$ cat config.mk
export PLATFORM = sky130hd
export DESIGN_NAME = mem_arbiter
export DESIGN_NICKNAME = d
export VERILOG_FILES = /design/src/rtl/mem_arb_pkg.sv /design/src/rtl/mem_arb_grant.sv /design/src/rtl/mem_arbiter.sv
export SDC_FILE = /design/constraint.sdc
export NUM_CORES = 1
export LEC_CHECK = 0
export CAP_MARGIN = 20
export CORE_MARGIN = 8
export CORE_UTILIZATION = 27
export DETAILED_ROUTE_END_ITERATION = 8
export PLACE_DENSITY = 0.85
export SLEW_MARGIN = 20
export SYNTH_ARGS = -nofsm -noshare
export SYNTH_HDL_FRONTEND = slang
export SYNTH_SLANG_ARGS = --single-unit
export TNS_END_PERCENT = 50
$ cat constraint.sdc
create_clock -name clk -period 1.2 [get_ports clk]
set_input_delay 0.18 -clock clk [delete_from_list [all_inputs] [get_ports clk]]
set_output_delay 0.18 -clock clk [all_outputs]
set_load 0.01 [all_outputs]
$ cat src/rtl/mem_arb_pkg.sv
// mem_arb_pkg -- shared types and default widths for the memory arbiter.
//   rsp_owner_e : which requester owns the response returning next cycle
//   win_e       : which port won the most recent conflicting request
//   DEF_*       : default memory word / word-address widths
package mem_arb_pkg;

   localparam int DEF_M_WIDTH    = 32;
   localparam int DEF_ADDR_WIDTH = 30;

   typedef enum logic [1:0] {
      RSP_NONE = 2'd0,
      RSP_IF   = 2'd1,
      RSP_LS   = 2'd2
   } rsp_owner_e;

   typedef enum logic {
      WIN_IF = 1'b0,
      WIN_LS = 1'b1
   } win_e;

endpackage

$ cat src/rtl/mem_arb_grant.sv
// mem_arb_grant -- combinational two-port grant logic.
//   if_valid / ls_valid : qualified request valids (already masked by reset)
//   last_win            : port that won the previous conflict
//   if_grant / ls_grant : one-hot (or zero) grants
// On a conflict the port that did not win last time is served. Holding
// last_win at WIN_IF makes load/store win every conflict (fixed priority).
module mem_arb_grant
   import mem_arb_pkg::*;
(
   input  logic if_valid,
   input  logic ls_valid,
   input  win_e last_win,
   output logic if_grant,
   output logic ls_grant
);

   always_comb begin
      ls_grant = ls_valid & (~if_valid | (last_win == WIN_IF));
      if_grant = if_valid & ~ls_grant;
   end

endmodule

$ cat src/rtl/mem_arbiter.sv
// mem_arbiter -- shares one single-port synchronous memory between an
// instruction-fetch port (read only) and a load/store port.
//   clk, rst              : clock, synchronous active-high reset
//   if_req_* / if_rsp_*   : fetch request (valid/addr/ready), response (valid/data)
//   ls_req_* / ls_rsp_*   : load/store request (valid/addr/wdata/wes/ready),
//                           response (valid/data); wes == 0 means load
//   mem_addr/wdata/wes    : memory request driven in the grant cycle
//   mem_rdata             : memory read data, one cycle after the request
// Build option: define MEM_ARB_RR_EN for round-robin conflict resolution;
// otherwise load/store always beats fetch.
module mem_arbiter
   import mem_arb_pkg::*;
#(
   parameter int M_WIDTH    = DEF_M_WIDTH,
   parameter int ADDR_WIDTH = DEF_ADDR_WIDTH,
   parameter int WE_WIDTH   = M_WIDTH / 8
)(
   input  logic                  clk,
   input  logic                  rst,
   input  logic                  if_req_valid,
   input  logic [ADDR_WIDTH-1:0] if_req_addr,
   output logic                  if_req_ready,
   output logic                  if_rsp_valid,
   output logic [M_WIDTH-1:0]    if_rsp_data,
   input  logic                  ls_req_valid,
   input  logic [ADDR_WIDTH-1:0] ls_req_addr,
   input  logic [M_WIDTH-1:0]    ls_req_wdata,
   input  logic [WE_WIDTH-1:0]   ls_req_wes,
   output logic                  ls_req_ready,
   output logic                  ls_rsp_valid,
   output logic [M_WIDTH-1:0]    ls_rsp_data,
   output logic [ADDR_WIDTH-1:0] mem_addr,
   output logic [M_WIDTH-1:0]    mem_wdata,
   output logic [WE_WIDTH-1:0]   mem_wes,
   input  logic [M_WIDTH-1:0]    mem_rdata
);

   logic                  if_valid_q;
   logic                  ls_valid_q;
   logic                  grant_if;
   logic                  grant_ls;
   win_e                  last_win;
   rsp_owner_e            rsp_owner_p1;
   logic [ADDR_WIDTH-1:0] last_addr_p1;

   // Reset masks requests so nothing is granted (and no write issued) in rst.
   assign if_valid_q = if_req_valid & ~rst;
   assign ls_valid_q = ls_req_valid & ~rst;

`ifdef MEM_ARB_RR_EN
   // Only conflicts move the last-winner flop; solo grants leave it alone.
   always_ff @(posedge clk) begin
      if (rst)
         last_win <= WIN_IF;
      else if (if_valid_q && ls_valid_q)
         last_win <= grant_ls ? WIN_LS : WIN_IF;
   end
`else
   assign last_win = WIN_IF;
`endif

   mem_arb_grant u_grant (
      .if_valid (if_valid_q),
      .ls_valid (ls_valid_q),
      .last_win (last_win),
      .if_grant (grant_if),
      .ls_grant (grant_ls)
   );

   assign if_req_ready = grant_if;
   assign ls_req_ready = grant_ls;

   // Stage 0 -> 1: remember who owns next cycle's read data and the last
   // granted address (memory keeps seeing it while idle).
   always_ff @(posedge clk) begin
      if (rst) begin
         rsp_owner_p1 <= RSP_NONE;
         last_addr_p1 <= '0;
      end else begin
         if (grant_ls) begin
            rsp_owner_p1 <= RSP_LS;
            last_addr_p1 <= ls_req_addr;
         end else if (grant_if) begin
            rsp_owner_p1 <= RSP_IF;
            last_addr_p1 <= if_req_addr;
         end else begin
            rsp_owner_p1 <= RSP_NONE;
         end
      end
   end

   always_comb begin
      mem_addr  = last_addr_p1;
      mem_wdata = '0;
      mem_wes   = '0;
      if (rst) begin
         mem_addr = '0;
      end else if (grant_ls) begin
         mem_addr  = ls_req_addr;
         mem_wdata = ls_req_wdata;
         mem_wes   = ls_req_wes;
      end else if (grant_if) begin
         mem_addr = if_req_addr;
      end
   end

   // Responses are suppressed while rst is high, even for a grant issued
   // in the cycle just before reset.
   assign if_rsp_valid = ~rst & (rsp_owner_p1 == RSP_IF);
   assign ls_rsp_valid = ~rst & (rsp_owner_p1 == RSP_LS);
   assign if_rsp_data  = mem_rdata;
   assign ls_rsp_data  = mem_rdata;

endmodule

==> key figures <==
Timing
  • Clock period minus worst slack: 1.29 ns
  • Hold Violations, Final: 0
  • Fmax: 0.778 GHz
  • Period utilisation layout: 107%
  • Slew of the pin with the lowest slew margin: 0.274 ns
  • Final Max Slew Viols: 0
  • Setup TNS: -0.665 ns
  • Final setup fails: 24
  • Min Hold Slack: 0.268 ns
  • Worst Setup Slack, final: -0.0857 ns
  • Worst clock skew: 0 ns
  • RSZ-0062 raised after global routing: true
  • Relative slew slack: 81.8%

Setup path
  • WS Path Type: reg2out
  • CP max FO: 2
  • CP Data Arrival Time: 1.11 ns
  • Worst Setup SP: last_addr_p1[12]
  • Startpoint Class: flop
  • CP required: 1.02 ns
  • R2r startpoint: last_addr_p1[12]
  • Crit end category: primary output

Detailed routing
  • Vias/cell: 4.36
  • WL final: 8430 microns
  • DRT iter0 DRCs: 34
  • DR WL/cell: 17.8 microns
  • Remaining routing DRC violations: 0
  • DR pass1 iterations: 4
  • Routed vias: 2063
  • Post-DRT Antenna Nets: 0

Power and ir drop
  • Tot Pwr: 2980 uW
  • Sw Pwr: 844 uW
  • Logic pwr share: 33.6%
  • VDD IR max: 0.825 mV
  • Switching share of power: 28.3%
  • Reg power frac: 39.2%
  • Power Dens Cells: 805 nW/um^2
  • Leakage power: 0.00176 uW
  • Clock share of power: 27.2%
  • P_int: 2140 uW

Layout
  • Nets: 498
  • Fin cells: 473
  • Layout cells sized above 1: 45.0%
  • Synthesis-to-finish area growth: 61.9%

Clock tree
  • Hold_buf cts: 0
  • CTS tree: yes
  • Root Driver: clkbuf_8
  • CTS buffer count: 5
  • H-tree Lvls: 2
  • Clock Path Buffers: 2
  • Clock Latency Late Sink: 0.27 ns
  • Clk sink count: 32
  • Clock slew at reported path FFs: 0.07 ns

Logic synthesis
  • Yosys warning count: 0
  • Number of synthesized register bits: 32
  • Mapped Nets: 379
  • Seq/Total Area, Yosys: 28.0%
  • Syn Inst Count: 247
  • Dominant cells by area after synthesis: dfxtp_1 (28%), buf_4 (21%), mux2i_1 (13%)
  • Synth top area share: 28.0%
  • Mean area per synthesized cell: 9.25 sq um
  • Distinct cells, synth: 13
  • Synth Cell Area: 2290 sq um
  • Dominant cell type by area after synthesis: dfxtp_1

Floorplanning
  • Row Count: 33
  • DIE AREA: 11700 sq um
  • Die width: 108 microns
  • Initial core utilization: 27.8%
  • Placeable Area: 8220 sq um
  • # IOs: 266
  • Die height: 108 microns

GRT
  • Overall Global Routing Usage: 13.6%
  • Largest net degree at the start of global routing: 29
  • First-pass GRT wire length: 12400 microns
  • GR Overflow Total: 0
  • Vias in the first global route: 2287
  • Antenna violations before repair: 1

Status
  • Failing checks: setup timing
  • Status: finished with violations

Hold path
  • Hold Crit Start: ls_req_addr[4]
  • Hold Crit Class: in2reg

Placement
  • DP Wirelength: 6490 microns
  • Gp weighted congestion: 0.728
  • Placed Instances: 449
  • Worst slack, placed: -0.941 ns
  • IO Port Bufs: 169

Flow run
  • Max Cap Viol: 0
-- critical path: stages, from the launching register on --
cell and delay [ns]:
dfxtp_2 0.31, mux2i_1 0.07, a211oi_2 0.27, buf_2 0.18
-- Yosys cell counts (all sizes together) --
cell type	number
a211oi	30
and2	36
buf	76
clkbuf	6
dfxtp	32
inv	1
mux2i	30
nor2b	32
nor3b	4
-- cell usage in the layout (no fill, tap or decap), types with 3 or more instances in the layout --
master | Yosys | final
nor3b_1 | 4 | 3
buf_6 | 4 | 13
clkdlybuf4s50_1 | 0 | 39
clkbuf_8 | 0 | 5
buf_2 | 4 | 58
buf_12 | 3 | 4
mux2i_1 | 30 | 28
and2_1 | 36 | 25
dfxtp_1 | 32 | 17
a211oi_2 | 5 | 30
buf_4 | 65 | 19
nor2b_1 | 32 | 31
and2_4 | 0 | 11
dlygate4sd2_1 | 0 | 56
dfxtp_2 | 0 | 15
-- worst paths after layout --
path / endpoint / slack, ns / cells after the start
worst max-delay path: mem_addr[12] / -0.09 / 3
worst min-delay path: last_addr_p1[4] / 0.27 / 3
worst max register to register: last_addr_p1[12] / 0.05 / 6
worst min register to register: last_addr_p1[13] / 0.58 / 2
-- state kept, by name (all words and copies together), names as in the netlist --
register	cells
rsp_owner_p1	2
last_addr_p1	30
-- power by group through the flow --
stage,Combinational (uW),Sequential [uW],Clock [uW]
2_1_floorplan,609,1180,0
3_3_place_gp,1010,1180,0
3_5_place_dp,1020,1190,0
4_1_cts,985,1160,850
5_1_grt,1080,1170,910
6_report,1000,1170,809
-- repair_timing --
action,CTS,global route
gates cloned,2,0
endpoints found under the hold margin,0,0
gates resized for setup,385,49
setup buffers,12,1
endpoints found under the setup margin,70,62
pin swaps,30,1
-- cell type report --
cell class	count	area [sq um]
fill	815	4520
timing repair buffer	194	1630
multi-input combinational	132	1180
sequential	32	659
tap	105	131
clock buffer	5	68.8
clock inverter	3	18.8
inverter	1	3.75
antenna	1	2.50
-- cell families (layout without fill, tap and decap cells) --
kind of cell	after synthesis	count (layout)	share of synthesized area, %
buffers and inverters	83	203	28.0
AND/OR/NAND/NOR	72	72	19.9
flip-flops	32	32	28.0
AO/OA/AOI/OAI	30	30	10.9
multiplexers	30	30	13.1
other	0	1	0
-- layer usage --
| metal | GRT usage, % | vias to the layer above | part of all wire [%] | routed length (microns) |
|---|---|---|---|---|
| met5 | 0 | - | 0 | 0 |
| li1 | - | 1003 | - | - |
| met2 | 22.7 | 116 | 51 | 4330 |
| met3 | 6.37 | 27 | 10 | 885 |
| met1 | 14.4 | 917 | 36 | 3030 |
| met4 | 6.14 | 0 | 2.3 | 191 |
-- through the flow --
stage | instance area (sq um) | utilization [%]
3_3_place_gp | 3580 | 43.6
3_5_place_dp | 3580 | 43.6
4_1_cts | 3640 | 44.4
2_1_floorplan | 2290 | -
5_1_grt | 3700 | 45.0
6_report | 3700 | 45.0
Note: power is estimated with default switching activity, not from simulation.
